File: config.mk
export PLATFORM = sky130hd
export DESIGN_NAME = a_trace_ram_ctrl_64_flat
export DESIGN_NICKNAME = d
export VERILOG_FILES = /design/src/rtl/a_trace_ram_ctrl_64_if.sv /design/src/rtl/a_trace_ram_ctrl_64.sv /design/src/flat_wrapper.sv
export SDC_FILE = /design/constraint.sdc
export NUM_CORES = 1
export LEC_CHECK = 0
export ABC_AREA = 1
export BUFFER_PORTS_ARGS = -buffer_cell sky130_fd_sc_hd__buf_2
export CAP_MARGIN = 30
export CORE_AREA = 2 2 119 121
export CTS_BUF_LIST = sky130_fd_sc_hd__clkbuf_4 sky130_fd_sc_hd__clkbuf_8 sky130_fd_sc_hd__clkbuf_16
export CTS_CLUSTER_DIAMETER = 150
export DETAILED_ROUTE_END_ITERATION = 7
export DIE_AREA = 0 0 121 123
export PLACE_DENSITY = 0.89
export SYNTH_ARGS = -nofsm -noshare
export SYNTH_HDL_FRONTEND = slang
export SYNTH_SLANG_ARGS = --single-unit
File: constraint.sdc
create_clock -name clk_ref -period 5.4 [get_ports clk_ref]
set_input_delay 0.81 -clock clk_ref [delete_from_list [all_inputs] [get_ports clk_ref]]
set_output_delay 0.81 -clock clk_ref [all_outputs]
set_load 0.005 [all_outputs]
File: src/rtl/a_trace_ram_ctrl_64_if.sv
// Bus bundle between the trace RAM sequencer, the compressor, the trace RAM and the host.
// master = the surroundings (compressor, RAM, host); slave = the sequencer.
interface a_trace_ram_ctrl_64_if #(
  parameter int ADDR_W = 13
);
  // Handshakes: capt_valid_i, rd_en_i, start_i and stop_i are single-cycle strobes with no
  // backpressure; each strobe is one transaction.
  // The strobe is either honoured or dropped according to the sequencer state.
  // rd_valid_o marks the cycle its rd_data_o is valid.
  logic              start_i;
  logic              stop_i;
  logic              capt_valid_i;
  logic [63:0]       capt_data_i;
  logic              rd_en_i;
  logic [ADDR_W-1:0] rd_addr_i;
  logic [63:0]       ram_rdata_i;
  logic              run_verif_o;
  logic              ram_we_o;
  logic              ram_re_o;
  logic [ADDR_W-1:0] ram_addr_o;
  logic [63:0]       ram_wdata_o;
  logic              rd_valid_o;
  logic [63:0]       rd_data_o;
  logic              busy_o;
  logic              done_o;
  logic              full_o;
  logic              ovf_o;
  logic [ADDR_W:0]   count_o;
  logic [1:0]        state_o;

  modport master (
    output start_i, stop_i, capt_valid_i, capt_data_i, rd_en_i, rd_addr_i, ram_rdata_i,
    input  run_verif_o, ram_we_o, ram_re_o, ram_addr_o, ram_wdata_o, rd_valid_o, rd_data_o,
           busy_o, done_o, full_o, ovf_o, count_o, state_o
  );

  modport slave (
    input  start_i, stop_i, capt_valid_i, capt_data_i, rd_en_i, rd_addr_i, ram_rdata_i,
    output run_verif_o, ram_we_o, ram_re_o, ram_addr_o, ram_wdata_o, rd_valid_o, rd_data_o,
           busy_o, done_o, full_o, ovf_o, count_o, state_o
  );
endinterface

File: src/rtl/a_trace_ram_ctrl_64.sv
// Trace sequencer for the 64-bit compressed-trace path: arms the compressor, stores its words
// in the single-port trace RAM, auto-stops near full, drains, then serves host readback.
module a_trace_ram_ctrl_64 #(
  parameter int                ADDR_W     = 13,
  parameter logic [ADDR_W-1:0] FULL_LEVEL = 13'h1FF7,
  parameter int                DRAIN_CYC  = 8
) (
  input  logic                  clk_ref,
  input  logic                  rst_n,
  a_trace_ram_ctrl_64_if.slave  bus
);
  typedef enum logic [1:0] {S_IDLE, S_RUN, S_DRAIN, S_DONE} state_t;

  localparam int                DC_W       = (DRAIN_CYC > 1) ? $clog2(DRAIN_CYC) : 1;
  localparam logic [DC_W-1:0]   DRAIN_LAST = DC_W'(DRAIN_CYC - 1);
  localparam logic [ADDR_W:0]   DEPTH      = {1'b1, {ADDR_W{1'b0}}};

  state_t            state;
  logic [DC_W-1:0]   drain_cnt;
  logic [ADDR_W-1:0] wr_ptr;
  logic [ADDR_W:0]   count;
  logic              run_verif, ram_we, ram_re, rd_valid, busy, done, full, ovf;
  logic [ADDR_W-1:0] ram_addr;
  logic [63:0]       ram_wdata;

  logic wr_window, rd_window, wr_accept, wr_do, wr_drop, rd_accept, hit_full;

  assign wr_window = (state == S_RUN) || (state == S_DRAIN);
  assign rd_window = (state == S_IDLE) || (state == S_DONE);
  assign wr_accept = bus.capt_valid_i && wr_window;
  // Once every RAM location holds a word, further words are dropped instead of wrapping.
  assign wr_do     = wr_accept && (count != DEPTH);
  assign wr_drop   = wr_accept && (count == DEPTH);
  assign rd_accept = bus.rd_en_i && rd_window;
  assign hit_full  = (state == S_RUN) && wr_do && (wr_ptr == FULL_LEVEL - ADDR_W'(1));

  always_ff @(posedge clk_ref or negedge rst_n) begin
    if (!rst_n) begin
      state     <= S_IDLE;
      drain_cnt <= '0;
      wr_ptr    <= '0;
      count     <= '0;
      run_verif <= 1'b0;
      ram_we    <= 1'b0;
      ram_re    <= 1'b0;
      ram_addr  <= '0;
      ram_wdata <= '0;
      rd_valid  <= 1'b0;
      busy      <= 1'b0;
      done      <= 1'b0;
      full      <= 1'b0;
      ovf       <= 1'b0;
    end else begin
      ram_we   <= wr_do;
      ram_re   <= rd_accept && !wr_do;
      rd_valid <= ram_re;
      if (wr_do) begin
        ram_addr  <= wr_ptr;
        ram_wdata <= bus.capt_data_i;
        wr_ptr    <= wr_ptr + ADDR_W'(1);
        count     <= count + (ADDR_W+1)'(1);
      end else if (rd_accept) begin
        ram_addr <= bus.rd_addr_i;
      end
      if (wr_drop) ovf <= 1'b1;

      case (state)
        S_IDLE, S_DONE: begin
          if (bus.start_i) begin
            state     <= S_RUN;
            run_verif <= 1'b1;
            busy      <= 1'b1;
            done      <= 1'b0;
            wr_ptr    <= '0;
            count     <= '0;
            full      <= 1'b0;
            ovf       <= 1'b0;
            drain_cnt <= '0;
          end
        end
        S_RUN: begin
          if (hit_full || bus.stop_i) begin
            state     <= S_DRAIN;
            run_verif <= 1'b0;
            drain_cnt <= '0;
            if (hit_full) full <= 1'b1;
          end
        end
        S_DRAIN: begin
          if (drain_cnt == DRAIN_LAST) begin
            state <= S_DONE;
            busy  <= 1'b0;
            done  <= 1'b1;
          end else begin
            drain_cnt <= drain_cnt + DC_W'(1);
          end
        end
        default: state <= S_IDLE;
      endcase
    end
  end

  assign bus.run_verif_o = run_verif;
  assign bus.ram_we_o    = ram_we;
  assign bus.ram_re_o    = ram_re;
  assign bus.ram_addr_o  = ram_addr;
  assign bus.ram_wdata_o = ram_wdata;
  assign bus.rd_valid_o  = rd_valid;
  // RAM data arrives one cycle after the read strobe and is passed straight through.
  assign bus.rd_data_o   = rd_valid ? bus.ram_rdata_i : 64'd0;
  assign bus.busy_o      = busy;
  assign bus.done_o      = done;
  assign bus.full_o      = full;
  assign bus.ovf_o       = ovf;
  assign bus.count_o     = count;
  assign bus.state_o     = state;
endmodule
File: src/flat_wrapper.sv
// flat-port wrapper written by rule: the top's interface ports become plain ports
module a_trace_ram_ctrl_64_flat 
#(
  parameter int                ADDR_W     = 13,
  parameter logic [ADDR_W-1:0] FULL_LEVEL = 13'h1FF7,
  parameter int                DRAIN_CYC  = 8
)
  (clk_ref, rst_n, bus_start_i, bus_stop_i, bus_capt_valid_i, bus_capt_data_i, bus_rd_en_i, bus_rd_addr_i, bus_ram_rdata_i, bus_run_verif_o, bus_ram_we_o, bus_ram_re_o, bus_ram_addr_o, bus_ram_wdata_o, bus_rd_valid_o, bus_rd_data_o, bus_busy_o, bus_done_o, bus_full_o, bus_ovf_o, bus_count_o, bus_state_o);
  a_trace_ram_ctrl_64_if #(.ADDR_W(ADDR_W)) bus_i ();
  input  logic clk_ref;
  input  logic rst_n;
  input wire logic [$bits(bus_i.start_i)-1:0] bus_start_i;
  input wire logic [$bits(bus_i.stop_i)-1:0] bus_stop_i;
  input wire logic [$bits(bus_i.capt_valid_i)-1:0] bus_capt_valid_i;
  input wire logic [$bits(bus_i.capt_data_i)-1:0] bus_capt_data_i;
  input wire logic [$bits(bus_i.rd_en_i)-1:0] bus_rd_en_i;
  input wire logic [$bits(bus_i.rd_addr_i)-1:0] bus_rd_addr_i;
  input wire logic [$bits(bus_i.ram_rdata_i)-1:0] bus_ram_rdata_i;
  output wire logic [$bits(bus_i.run_verif_o)-1:0] bus_run_verif_o;
  output wire logic [$bits(bus_i.ram_we_o)-1:0] bus_ram_we_o;
  output wire logic [$bits(bus_i.ram_re_o)-1:0] bus_ram_re_o;
  output wire logic [$bits(bus_i.ram_addr_o)-1:0] bus_ram_addr_o;
  output wire logic [$bits(bus_i.ram_wdata_o)-1:0] bus_ram_wdata_o;
  output wire logic [$bits(bus_i.rd_valid_o)-1:0] bus_rd_valid_o;
  output wire logic [$bits(bus_i.rd_data_o)-1:0] bus_rd_data_o;
  output wire logic [$bits(bus_i.busy_o)-1:0] bus_busy_o;
  output wire logic [$bits(bus_i.done_o)-1:0] bus_done_o;
  output wire logic [$bits(bus_i.full_o)-1:0] bus_full_o;
  output wire logic [$bits(bus_i.ovf_o)-1:0] bus_ovf_o;
  output wire logic [$bits(bus_i.count_o)-1:0] bus_count_o;
  output wire logic [$bits(bus_i.state_o)-1:0] bus_state_o;
  assign bus_i.start_i = bus_start_i;
  assign bus_i.stop_i = bus_stop_i;
  assign bus_i.capt_valid_i = bus_capt_valid_i;
  assign bus_i.capt_data_i = bus_capt_data_i;
  assign bus_i.rd_en_i = bus_rd_en_i;
  assign bus_i.rd_addr_i = bus_rd_addr_i;
  assign bus_i.ram_rdata_i = bus_ram_rdata_i;
  assign bus_run_verif_o = bus_i.run_verif_o;
  assign bus_ram_we_o = bus_i.ram_we_o;
  assign bus_ram_re_o = bus_i.ram_re_o;
  assign bus_ram_addr_o = bus_i.ram_addr_o;
  assign bus_ram_wdata_o = bus_i.ram_wdata_o;
  assign bus_rd_valid_o = bus_i.rd_valid_o;
  assign bus_rd_data_o = bus_i.rd_data_o;
  assign bus_busy_o = bus_i.busy_o;
  assign bus_done_o = bus_i.done_o;
  assign bus_full_o = bus_i.full_o;
  assign bus_ovf_o = bus_i.ovf_o;
  assign bus_count_o = bus_i.count_o;
  assign bus_state_o = bus_i.state_o;
  a_trace_ram_ctrl_64 #(.ADDR_W(ADDR_W), .FULL_LEVEL(FULL_LEVEL), .DRAIN_CYC(DRAIN_CYC)) u_core (.clk_ref(clk_ref), .rst_n(rst_n), .bus(bus_i));
endmodule
==> impl_metrics.toml, run 1 <==
[worst_setup_path]
end_kind = "flop"
crit_buf_inv = 5
critPathKind = "reg2reg"
crit_chain = "inv_1 -> ha_1 -> inv_2 -> nand2_1 -> inv_2 -> nand2_4 -> inv_2 -> buf_4 -> nand2_1 -> nand2_1"
critPathArrivalTime_ns = 3.88
slowest_delay_ns = 0.96
worstPathMaxFanout = 97
path_delay_family = "buffers and inverters"
crit_required_ns = 5.75
slowest_stage = "inv_2"
cp-start-kind = "flop"

[drt]
drtPass1Iterations = 5
drt_iter0_markers = 519
vias = 6179
wl_per_cell_um = 15.5
drt-total-wl_um = 20100
drc = 0
viasPerCell = 4.78
drtAntennaViolNets = 0

[cells_and_area]
utilization_pct = 59.2
syn_to_final_growth_pct = 37.5
fin_nets = 1255
nFillCells = 1227
multi_input_area_sq_um = 2320
final_cells = 1294
seq_area_sq_um = 2930
drive_above_1_share_pct = 31.8

[logic_synthesis]
synth_mux_area_share_pct = 0
syn_area_per_cell_sq_um = 7.32
yosys.area_share.xor_xnor_pct = 0.449
yosysUniqueCellTypes = 28
syn-cell-area_sq_um = 5860
synth_fa_ha_area_share_pct = 1.92
synth_top_family_by_area = "simple AND/OR/NAND/NOR gates"
synthSimpleGateAreaFrac_pct = 32.0
synth_nets = 956
synth_top_cell_by_area = "dfrtp_1"
yosys-top-cells-area = "dfrtp_1 (50%), nand2_1 (25%), inv_1 (6.9%)"
synth_compound_area_share_pct = 5.26
synth_seq_cells = 117
synth_cells = 800
yosysWarningCount = 0
synth.top_cell.area_share_pct = 50.0
yosysSeqAreaShare_pct = 50.0

[die]
fp.dieW_um = 121
initial_core_util_pct = 43.0
core_area_sq_um = 13600
dieHeight_um = 123
die_area_sq_um = 14900
ios = 312
rows = 43

[timing]
skew_ns = 0.00802
drv_slew = 0
timing.final.crit_share_pct = 65.5
max_slew_margin_pct = 34.0
rsz0062_at_grt = "false"
fin_crit_ns = 3.53
setup_viol = 0
max_freq_mhz = 283
setup_tns_ns = 0
worst_pin_slew_ns = 0.990
hold_viol = 0

[placement]
portBuffers = 311
gp_congestion = 0.930
place.detailed.hpwl_um = 15200
dp.cells = 1260

[grt]
first_global_vias = 5451
grt.total_usage_pct = 26.1
grt_pass1_wl_um = 29000
grt_max_degree = 98
grt-ovfl-total = 0
antenna_found_initial = 5

[pwr]
power.density_nw_per_um2 = 525
power_leakage_nw = 5.05
ir_drop_v = 0.000375
p_total_mw = 4.23

[clocking]
insertion_delay_ns = 0.41
cts_setup_buffers = 0
cts_tree = "built"
cts.repair.resized = 0
cts_buffers = 17
cts_max_level = 4
cts.sinks = 117
cts-root-buf = "clkbuf_16"
postCtsHoldBufs = 0
clk_path_buf_depth = 2
clk_pin_slew_ns = 0.06

[min_path]
hp-class = "reg2reg"

[flow_run]
cap_violations = 0

[status]
status = "complete, no violations"
==> layout by cell type, fill, tap and decap left out, drive strengths merged <==
master    Yosys  layout
nand3        28      28
nand4         6       6
clkinv        0       5
o211ai        8       8
nor3          2       2
clkinvlp      0       5
o21ai        12      12
clkbuf       12      19
ha            9       9
xor2          3       3
dfrtp       117     117
bufinv        0       2
nand3b        2       2
buf          21     313
a21oi        18      18
nand2       394     394
inv         111     112
a22oi         6       6
diode         0       2
o21a          3       3
and3          1       1
o21bai        3       3
nor2         43      43
a21boi        1       1
==> final cells by class <==
cell class / instances / share of cell area [%]
Clock inverter: 13 / 1.63
Antenna cell: 2 / 0.0622
Clock buffer: 19 / 5.62
Timing Repair Buffer: 313 / 19.5
Multi-Input combinational cell: 539 / 28.8
Inverter: 111 / 5.17
Tap cell: 180 / 2.80
Sequential cell: 117 / 36.4
==> report_power, final <==
group	switching, mW	leakage (nW)	internal [mW]	total, mW
Clock	0.406	0.277	0.699	1.10
Combinational	1.03	3.28	0.633	1.66
Sequential	0.247	1.49	1.22	1.46
==> synthesized netlist by cell type <==
cell type	n
nand2_4	1
buf_4	12
buf_2	7
clkbuf_1	12
nand2_1	393
o21a_1	3
inv_1	107
o21bai_1	3
ha_1	9
nor2_2	1
o21ai_1	1
a22oi_1	6
o21ai_0	11
a21boi_1	1
dfrtp_1	117
and3_1	1
nor3_1	2
nand4_1	6
nand3b_1	2
nor2_1	41
nand3_2	1
buf_6	2
inv_2	4
nand3_1	27
a21oi_1	18
o211ai_1	8
nor2_4	1
xor2_1	3
==> state kept, by name, indices dropped and copies added (netlist names), 2 cells and up <==
| signal | flops |
|---|---|
| u_core.bus.ram_addr_o | 13 |
| u_core.bus.state_o | 2 |
| u_core.wr_ptr | 13 |
| u_core.bus.count_o | 14 |
| u_core.bus.ram_wdata_o | 64 |
| u_core.drain_cnt | 3 |
==> through the flow <==
stage | hold WS (ns) | setup slack (ns) | cell area (sq um)
after floorplan | 0.376 | 3.57 | 5860
after global placement | 0.357 | 1.96 | 7460
after detailed placement | 0.394 | 1.88 | 7460
after CTS | 0.415 | 1.86 | 8050
after global routing | 0.442 | 1.51 | 8050
final | 0.408 | 1.87 | 8050
==> layer usage <==
layer / track usage (%) / wire length (um) / part of all wire, %
met4: 10.7 / 596 / 3.0
met1: 30.8 / 7770 / 39
met5: 0 / 37 / 0.18
met3: 9.78 / 1800 / 9.0
met2: 42.9 / 9860 / 49
==> worst paths after layout <==
check,cells after the start,endpoint,slack [ns],from
max,10,u_core.bus.ram_wdata_o[38]$_DFFE_PN0N_,1.87,u_core.bus.state_o[0]$_DFFE_PN0P_
min,0,u_core.bus.rd_valid_o$_DFF_PN0_,0.41,u_core.bus.ram_re_o$_DFF_PN0_
max reg2reg,10,u_core.bus.ram_wdata_o[38]$_DFFE_PN0N_,1.87,u_core.bus.state_o[0]$_DFFE_PN0P_
min reg2reg,0,u_core.bus.rd_valid_o$_DFF_PN0_,0.41,u_core.bus.ram_re_o$_DFF_PN0_
max in group asynchronous,2,u_core.bus.rd_valid_o$_DFF_PN0_,3.73,rst_n
min in group asynchronous,1,u_core.bus.ram_wdata_o[25]$_DFFE_PN0N_,0.52,rst_n
==> logic make-up after synthesis <==
logic type | after synthesis
buffers and inverters | 144
XOR/XNOR | 3
adder cells (fa/ha/maj) | 9
AO/OA/AOI/OAI | 51
AND/OR/NAND/NOR | 476
flip-flops | 117
Note: power is estimated with default switching activity, not from simulation.
==> inputs of run 2 (changes only) <==
Settings changed: CORE_AREA 2 2 119 121 to unset, CORE_MARGIN set to 2, CORE_UTILIZATION set to 41, DIE_AREA 0 0 121 123 to unset.
Clock period 5.4 ns to 3 ns, I/O delays scaled along.
==> run 2 against run 1 <==
Compared with the run above: clock skew is essentially flat; flip-flop and latch count is the same; count of clock-buffer cells in the layout is the same.
==> impl_metrics.toml, run 2 (synthesized netlist as in run 1, its figures left out) <==
[status]
status = "complete, no violations"

[drt]
drt_iter0_markers = 486
vias = 6286
drtAntennaViolNets = 0
drc = 0
viasPerCell = 4.83
drt-total-wl_um = 20700
drtPass1Iterations = 5
wl_per_cell_um = 15.9

[placement]
place.detailed.hpwl_um = 16000
post-place-ws_ns = 0.691
dp.cells = 1265
portBuffers = 311
postPlaceCellArea_sq_um = 7550
gp_congestion = 0.986

[cells_and_area]
fin_nets = 1260
final_cells = 1302
final_common_cell = "nand2_1"
syn_to_final_growth_pct = 39.1
drive_above_1_share_pct = 32.1
utilization_pct = 58.4
layout_common_cells = "nand2_1 (393), buf_2 (310), dfrtp_1 (116), inv_1 (107), nor2_1 (41)"
largest_register_ffs = 64
design_area_sq_um = 8140

[grt]
grt-ovfl-total = 0
grt_max_degree = 97
grt.total_usage_pct = 26.7
first_global_vias = 5732
antenna_found_initial = 6
grt_pass1_wl_um = 30200

[clocking]
clk_pin_slew_ns = 0.06
insertion_delay_ns = 0.41
cts.sinks = 117
cts.repair.resized = 0
cts_tree = "built"
cts_max_level = 4
cts_buffers = 17
clk_path_buf_depth = 2
cts_setup_buffers = 0
postCtsHoldBufs = 0
cts-root-buf = "clkbuf_16"

[worst_setup_path]
cp-start-kind = "flop"
rr_endpoint = "u_core.bus.ram_addr_o[6]$_DFFE_PN0P_"
timing.rr.start = "u_core.bus.state_o[0]$_DFFE_PN0P_"
crit_required_ns = 3.28
end_kind = "flop"
reg2reg_slack_ns = 0.66
critPathArrivalTime_ns = 2.62
critPathKind = "reg2reg"
rr_worst_depth = 11
worstPathMaxFanout = 28

[die]
fp.dieW_um = 124
core_area_sq_um = 13900
dieHeight_um = 124
initial_core_util_pct = 42.0
ios = 312
die_area_sq_um = 15300
rows = 43

[pwr]
combPwrFrac_pct = 40.5
p_switching_mw = 3.07
p_seq_share_pct = 33.9
p_int_mw = 4.66
p_sw_share_pct = 39.7
ir_drop_v = 0.000559
clkPwrFrac_pct = 25.6
p_total_mw = 7.74
power.density_nw_per_um2 = 950
power_leakage_nw = 5.09

[timing]
worst_pin_slew_ns = 0.958
timing.final.crit_share_pct = 78.1
hold_viol = 0
setup_ws_ns = 0.657
rsz0062_at_grt = "false"
max_slew_margin_pct = 36.1
max_freq_mhz = 427
setup_viol = 0
fin_crit_ns = 2.34
skew_ns = 0.00847
setup_tns_ns = 0
hold_ws_ns = 0.0929
drv_slew = 0

[flow_run]
cap_violations = 0

[min_path]
hp-class = "in2async"
## run 2: changes by cell type in the layout (fill, tap and decap cells not counted), sizes merged
cell      delta
diode        +3
clkinv       +1
buf          +5
clkinvlp     -1
## run 2: how the worst max path moves through the flow
stage / slack, ns / cells past startpoint / startpoint / end
3_5_place_dp: 0.69 / 11 / u_core.bus.state_o[0]$_DFFE_PN0P_ / u_core.bus.ram_addr_o[6]$_DFFE_PN0P_
5_1_grt: 0.49 / 11 / u_core.bus.state_o[0]$_DFFE_PN0P_ / u_core.bus.ram_addr_o[6]$_DFFE_PN0P_
3_3_place_gp: 0.82 / 11 / u_core.bus.state_o[0]$_DFFE_PN0P_ / u_core.bus.ram_addr_o[11]$_DFFE_PN0P_
6_report: 0.66 / 11 / u_core.bus.state_o[0]$_DFFE_PN0P_ / u_core.bus.ram_addr_o[6]$_DFFE_PN0P_
2_1_floorplan: 1.24 / 12 / u_core.bus.state_o[0]$_DFFE_PN0P_ / u_core.wr_ptr[0]$_DFF_PN0_
4_1_cts: 0.66 / 11 / u_core.bus.state_o[0]$_DFFE_PN0P_ / u_core.bus.ram_addr_o[6]$_DFFE_PN0P_
## run 2: routing by layer
layer	share of wire, %	vias up	GRT usage (%)
li1	-	3016	-
met1	38	2926	32.0
met2	50	305	42.5
met3	9.8	37	9.41
met4	2.2	2	13.6
met5	0.063	-	0
## run 2: layout make-up
cell class | instances | area [sq um]
fillers | 1244 | 5790
flip-flops and latches | 117 | 2930
multi-input cells | 539 | 2320
repair buffers | 318 | 1660
clock buffers | 19 | 447
inverters | 111 | 417
well taps | 180 | 225
clock inverters | 13 | 133
diodes | 5 | 12.5
## run 2: worst max-delay path, cell delays in order (launching register included)
cell      delay [ns]
dfrtp_1         0.42
inv_1           0.06
ha_1            0.44
inv_2           0.17
nand2_1         0.10
inv_2           0.09
nand2_4         0.06
inv_2           0.30
buf_12          0.24
nor2_4          0.10
nand2_1         0.10
o211ai_1        0.09
## run 2: power groups by stage
stage	Combinational (mW)	Clock, mW	Sequential [mW]
floorplan	1.81	0	2.58
global placement	3.04	0	2.59
detailed placement	3.14	0	2.63
CTS	3.17	2.00	2.61
global route	3.54	2.08	2.70
finish	3.14	1.98	2.62
